File: src/rtl/haar_dwt_pkg.sv
// haar_dwt_pkg: shared state encoding and Haar butterfly arithmetic
package haar_dwt_pkg;

    typedef enum logic [1:0] {IDLE, LOAD, COMPUTE, DRAIN} state_e;

    typedef struct packed {
        logic signed [31:0] a;
        logic signed [31:0] d;
    } pair_t;

    // Floor-halved sum and difference; callers sign-extend into 32 bits so any width below 32 is exact
    function automatic pair_t haar_pair(input logic signed [31:0] x0, input logic signed [31:0] x1);
        pair_t p;
        p.a = (x0 + x1) >>> 1;
        p.d = (x0 - x1) >>> 1;
        return p;
    endfunction

endpackage

File: src/rtl/haar_dwt_sched_pair_unit.sv
// haar_pair_unit: combinational Haar butterfly shared by every decomposition level
module haar_pair_unit
    import haar_dwt_pkg::*;
#(
    parameter int DATA_WIDTH = 8
) (
    input  logic signed [DATA_WIDTH-1:0] x0_i,
    input  logic signed [DATA_WIDTH-1:0] x1_i,
    output logic signed [DATA_WIDTH-1:0] a_o,
    output logic signed [DATA_WIDTH-1:0] d_o
);

    pair_t r;
    logic [31-DATA_WIDTH:0] unused_a_hi;
    logic [31-DATA_WIDTH:0] unused_d_hi;

    assign r = haar_pair(32'(x0_i), 32'(x1_i));
    assign {unused_a_hi, a_o} = r.a;
    assign {unused_d_hi, d_o} = r.d;

endmodule

File: src/rtl/haar_dwt_sched.sv
// haar_dwt_sched: frame loader, in-place multi-level Haar DWT and coefficient streamer
module haar_dwt_sched
    import haar_dwt_pkg::*;
#(
    parameter int DATA_WIDTH    = 8,
    parameter int SIGNAL_LENGTH = 8,
    parameter int LEVELS        = 3,
    localparam int LVL_W        = $clog2(LEVELS + 1),
    localparam int IDX_W        = $clog2(SIGNAL_LENGTH)
) (
    input  logic                         clk,
    input  logic                         rst_n,
    input  logic                         in_valid_i,
    output logic                         in_ready_o,
    input  logic signed [DATA_WIDTH-1:0] in_data_i,
    output logic                         out_valid_o,
    input  logic                         out_ready_i,
    output logic signed [DATA_WIDTH-1:0] out_data_o,
    output logic                         out_is_detail_o,
    output logic [LVL_W-1:0]             out_level_o,
    output logic                         out_last_o,
    output logic                         busy_o,
    output logic                         frame_done_o
);

    localparam int N  = SIGNAL_LENGTH;
    localparam int NA = N >> LEVELS;

    if (N < 2 || (N & (N - 1)) != 0) begin : g_bad_len
        $error("SIGNAL_LENGTH must be a power of 2 and at least 2");
    end
    if (LEVELS < 1 || LEVELS > $clog2(N)) begin : g_bad_lvl
        $error("LEVELS must lie in 1..log2(SIGNAL_LENGTH)");
    end

    state_e                      state_q, state_d;
    logic [IDX_W-1:0]            cnt_q, cnt_d;
    logic [LVL_W-1:0]            lvl_q, lvl_d;
    logic signed [DATA_WIDTH-1:0] mem_q [N];
    logic                        out_valid_q, out_valid_d;
    logic signed [DATA_WIDTH-1:0] out_data_q, out_data_d;
    logic                        out_det_q, out_det_d;
    logic [LVL_W-1:0]            out_lvl_q, out_lvl_d;
    logic                        out_last_q, out_last_d;
    logic                        done_q, done_d;
    logic                        wr_en;
    logic [IDX_W-1:0]            wr_idx;
    logic signed [DATA_WIDTH-1:0] wr_data;
    logic signed [DATA_WIDTH-1:0] pa, pd;
    logic                        adv, in_hs, last_pair, last_lvl, last_appr, last_hs;

    // The output slot gates all progress so that stalls freeze FSM, counters and buffer together
    assign adv       = !out_valid_q || out_ready_i;
    assign in_hs     = in_valid_i && in_ready_o;
    assign last_pair = cnt_q == IDX_W'((N >> lvl_q) - 1);
    assign last_lvl  = lvl_q == LVL_W'(LEVELS);
    assign last_appr = cnt_q == IDX_W'(NA - 1);
    assign last_hs   = out_valid_q && out_last_q && out_ready_i;

    haar_pair_unit #(.DATA_WIDTH(DATA_WIDTH)) u_pair (
        .x0_i (mem_q[cnt_q << 1]),
        .x1_i (mem_q[(cnt_q << 1) | 1'b1]),
        .a_o  (pa),
        .d_o  (pd)
    );

    // State register
    always_ff @(posedge clk or negedge rst_n) begin
        if (!rst_n) state_q <= IDLE;
        else        state_q <= state_d;
    end

    // Next-state: load N samples, run all levels, drain approximations, return after last handshake
    always_comb begin
        state_d = state_q;
        case (state_q)
            IDLE:    state_d = in_hs ? LOAD : IDLE;
            LOAD:    state_d = (in_hs && cnt_q == IDX_W'(N - 1)) ? COMPUTE : LOAD;
            COMPUTE: state_d = (adv && last_pair && last_lvl) ? DRAIN : COMPUTE;
            DRAIN:   state_d = last_hs ? IDLE : DRAIN;
            default: state_d = IDLE;
        endcase
    end

    // State-decoded outputs
    always_comb begin
        in_ready_o = state_q == IDLE || state_q == LOAD;
        busy_o     = state_q != IDLE;
    end

    // Datapath next values: buffer writes, counters and the coefficient register
    always_comb begin
        cnt_d       = cnt_q;
        lvl_d       = lvl_q;
        out_valid_d = out_valid_q;
        out_data_d  = out_data_q;
        out_det_d   = out_det_q;
        out_lvl_d   = out_lvl_q;
        out_last_d  = out_last_q;
        done_d      = 1'b0;
        wr_en       = 1'b0;
        wr_idx      = cnt_q;
        wr_data     = in_data_i;
        case (state_q)
            IDLE: begin
                wr_en  = in_hs;
                wr_idx = '0;
                cnt_d  = in_hs ? IDX_W'(1) : '0;
            end
            LOAD: begin
                wr_en = in_hs;
                cnt_d = in_hs ? cnt_q + 1'b1 : cnt_q;
                lvl_d = LVL_W'(1);
            end
            COMPUTE: if (adv) begin
                wr_en       = 1'b1;
                wr_data     = pa;
                out_valid_d = 1'b1;
                out_data_d  = pd;
                out_det_d   = 1'b1;
                out_lvl_d   = lvl_q;
                out_last_d  = 1'b0;
                cnt_d       = last_pair ? '0 : cnt_q + 1'b1;
                lvl_d       = (last_pair && !last_lvl) ? lvl_q + 1'b1 : lvl_q;
            end
            DRAIN: if (last_hs) begin
                out_valid_d = 1'b0;
                out_last_d  = 1'b0;
                done_d      = 1'b1;
                cnt_d       = '0;
            end else if (adv) begin
                out_valid_d = 1'b1;
                out_data_d  = mem_q[cnt_q];
                out_det_d   = 1'b0;
                out_lvl_d   = LVL_W'(LEVELS);
                out_last_d  = last_appr;
                cnt_d       = cnt_q + 1'b1;
            end
            default: ;
        endcase
    end

    // Counters and coefficient register
    always_ff @(posedge clk or negedge rst_n) begin
        if (!rst_n) begin
            cnt_q       <= '0;
            lvl_q       <= '0;
            out_valid_q <= 1'b0;
            out_data_q  <= '0;
            out_det_q   <= 1'b0;
            out_lvl_q   <= '0;
            out_last_q  <= 1'b0;
            done_q      <= 1'b0;
        end else begin
            cnt_q       <= cnt_d;
            lvl_q       <= lvl_d;
            out_valid_q <= out_valid_d;
            out_data_q  <= out_data_d;
            out_det_q   <= out_det_d;
            out_lvl_q   <= out_lvl_d;
            out_last_q  <= out_last_d;
            done_q      <= done_d;
        end
    end

    // Sample/approximation buffer; contents are don't-care until a frame is loaded
    always_ff @(posedge clk) begin
        if (wr_en) mem_q[wr_idx] <= wr_data;
    end

    assign out_valid_o     = out_valid_q;
    assign out_data_o      = out_data_q;
    assign out_is_detail_o = out_det_q;
    assign out_level_o     = out_lvl_q;
    assign out_last_o      = out_last_q;
    assign frame_done_o    = done_q;

endmodule
File: config.mk
export PLATFORM = sky130hd
export DESIGN_NAME = haar_dwt_sched
export DESIGN_NICKNAME = d
export VERILOG_FILES = /design/src/rtl/haar_dwt_pkg.sv /design/src/rtl/haar_dwt_sched_pair_unit.sv /design/src/rtl/haar_dwt_sched.sv
export SDC_FILE = /design/constraint.sdc
export NUM_CORES = 1
export LEC_CHECK = 0
export ABC_AREA = 1
export CORE_UTILIZATION = 35
export CTS_CLUSTER_DIAMETER = 50
export DETAILED_ROUTE_END_ITERATION = 16
export GPL_TIMING_DRIVEN = 0
export PLACE_DENSITY_LB_ADDON = 0.25
export SLEW_MARGIN = 20
export SYNTH_ARGS = -nofsm -noshare
export SYNTH_HDL_FRONTEND = slang
export SYNTH_SLANG_ARGS = --single-unit
File: constraint.sdc
create_clock -name clk -period 3.6 [get_ports clk]
set_input_delay 0.54 -clock clk [delete_from_list [all_inputs] [get_ports clk]]
set_output_delay 0.54 -clock clk [all_outputs]
set_load 0.01 [all_outputs]
==> metrics.yaml <==
layout-drive-gt1-share_pct: 10.27
finalCritPeriodShare_pct: 93.03
async_flop_share_pct: 24.71
clkLatencyLatePin_ns: 0.34
final.fill_count: 1295
grt_usage_pct: 18.80
status: "finished clean"
ys_seq_elements: 85
die_w_um: 119.0
start_kind: "flip-flop"
detail_route.wl_per_cell_um: 16.58
dp_hpwl_um: 9599
clk_path_buf_depth: 2
fin_nets: 613
p_leak_nw: 2.330
diodes: 0
crit_top_cell: "buf_6"
cpPeakStageDelay_ns: 0.82
die_h_um: 119.0
synthAdderAreaFrac_pct: 6.059
muxShareOfSynthArea_pct: 0
synth.distinct_cells: 39
htree_levels: 3
synth_top_flop_cell: "edfxtp_1"
antenna_found_initial: 0
first_pass_iters: 5
min_path_type: "flip-flop to flip-flop"
required_ns: 3.59
ys_seq_area_share_pct: 51.08
syn_avg_cell_area_sq_um: 8.839
max_freq_ghz: 0.2986
synthSimpleGateAreaFrac_pct: 22.46
cts_root_buf: "clkbuf_16"
stdcell_count: 760
cp-end-kind: "flip-flop"
path_cells: "buf_6 -> inv_4 -> buf_6 -> buf_2 -> a21boi_0 -> o21ai_1 -> inv_1 -> fa_1 -> xnor2_1 -> o21ai_0"
dp_cells: 745
via_per_inst: 5.163
cts-buffers-inserted: 9
synthXorXnorAreaFrac_pct: 0.7313
rsz0062_at_grt: "no"
drc: 0
crit_type: "flip-flop to flip-flop"
coreArea_sq_mm: 0.01330
power.density_mw_per_mm2: 968.1
grt_pass1_wl_um: 20270
min_period_ns: 3.349
syn_inst: 542
worstMarginPinSlew_ns: 1.041
critPathTopFamily: "compound AO/OA/AOI/OAI gates"
synth_area_sq_mm: 0.004791
final_common_cell: "nand2_1"
std_cell_rows: 42
tritoncts: "built"
drt-initial-drc-count: 425
slew_headroom_pct: 29.85
hold_viol: 0
clock-skew-final_ns: 0.01152
start_util_pct: 36.03
fin_util_pct: 42.02
clk_pin_slew_ns: 0.07
layout_common_cells: "nand2_1 (150), edfxtp_1 (64), nand3_1 (53), inv_1 (41), a21oi_1 (40)"
overflow: 0
syn_to_final_growth_pct: 16.61
cts.sinks: 85
worstPathMaxFanout: 10
grt_pass1_vias: 3623
vias: 3924
wl_um: 12600
critPathBufInv: 5
die_area_sq_mm: 0.01416
arrival_ns: 3.34
gp_congestion: 0.8943
ys_warn_count: 0
synth_top_family_by_area: "simple AND/OR/NAND/NOR gates"
max-vdd-ir-drop_mv: 0.3157
drv_cap: 0
ant_nets: 0
cp_slowest_cell: "o21ai_0"
slew_viol_final: 0
synth_edf_count: 64
setup_viol: 0
syn_nets: 576
synth-compound-area-share_pct: 12.51
io_buffer_count: 27
ios: 28
grt_max_degree: 22
## tightest hold or removal path: cells and delay by family (launching register included)
family	cells	cell delay [ns]
simple gates	2	0.09
flops	1	0.35
## routing by layer
| metal | global-route usage (%) | share of wire (%) | vias up |
|---|---|---|---|
| met2 | 29.32 | 45 | 167 |
| met1 | 26.73 | 46 | 1807 |
| li1 | - | - | 1936 |
| met5 | 0 | 0 | - |
| met4 | 5.934 | 1.5 | 0 |
| met3 | 2.826 | 7.3 | 14 |
## cells in the mapped netlist, drive strengths merged, types with 2 or more instances
cell    number  area (sq um)
a21oi       42         214.0
nor2        34         137.6
a21boi       5         37.54
clkbuf       3         12.51
or2          2         12.51
buf         22         151.4
o21ai       34         170.2
o221ai       2         17.52
a32oi        7         61.31
xor2         2         17.52
fa           2         40.04
dfrtp       21         525.5
edfxtp      64          1922
o211ai       4         30.03
inv         46         175.2
o21bai       2         15.01
nand3       53         265.3
nand4        3         18.77
nand2      157         606.8
a31oi        6         37.54
xnor2        2         17.52
ha          20         250.2
nor3         3         15.01
## final cells by class
cell class | count | area, sq um | share of cell area, %
multi-input combinational | 385 | 2023 | 36.21
clock buffer | 10 | 229.0 | 4.099
sequential | 85 | 2447 | 43.81
buffer | 23 | 158.9 | 2.844
tap | 176 | 220.2 | 3.942
clock inverter | 6 | 51.30 | 0.9183
timing repair buffer | 28 | 277.8 | 4.972
inverter | 47 | 178.9 | 3.203
## registers in the layout, indices dropped and copies added, names as in the netlist
name and flops:
mem_q 64, out_level_o 2, out_last_o 1, cnt_q 3
state_q 2, out_valid_o 1, out_data_o 8, out_is_detail_o 1
lvl_q 2, frame_done_o 1
## power breakdown
group	leakage (nW)	internal [W]	switching (W)
Clock	0.134	0.000479	0.000400
Sequential	0.825	0.00128	0.0000906
Combinational	1.37	0.00115	0.00202
Total	2.33	0.00290	0.00251
## path summary, 6_finish.rpt
path,from,to,slack [ns],cells after the start
min,out_is_detail_o,out_is_detail_o,0.47,2
min reg2reg,out_is_detail_o,out_is_detail_o,0.47,2
max in group asynchronous,rst_n,state_q[1],2.30,1
max,cnt_q[0],mem_q[6][1],0.25,10
max reg2reg,cnt_q[0],mem_q[6][1],0.25,10
min in group asynchronous,rst_n,out_is_detail_o,0.72,1
## kinds of logic after synthesis
logic type,after synthesis
AO/OA/AOI/OAI,104
XOR/XNOR,4
adder cells (fa/ha/maj),22
AND/OR/NAND/NOR,255
flip-flops,85
buffers and inverters,72
## per-stage QoR
| step | power [W] | area [sq um] | worst slack, ns | hold WS, ns | setup TNS, ns |
|---|---|---|---|---|---|
| 5_1_grt | 0.005877 | 5587 | 0.04189 | 0.4992 | 0 |
| 3_3_place_gp | 0.004474 | 5281 | -0.1722 | 0.4582 | -1.376 |
| 3_5_place_dp | 0.004510 | 5281 | -0.2255 | 0.4590 | -1.888 |
| 2_1_floorplan | 0.003641 | 4791 | 0.5764 | 0.2444 | 0 |
| 6_report | 0.005408 | 5587 | 0.2508 | 0.4718 | 0 |
| 4_1_cts | 0.005410 | 5569 | 0.01199 | 0.4770 | 0 |
## timing repair
action	CTS	global route
hold buffers	0	0
pin swaps	0	1
endpoints found under the setup margin	24	48
buffers inserted	0	1
gates resized for setup	2	8
Power figures use the tool's default switching activity.
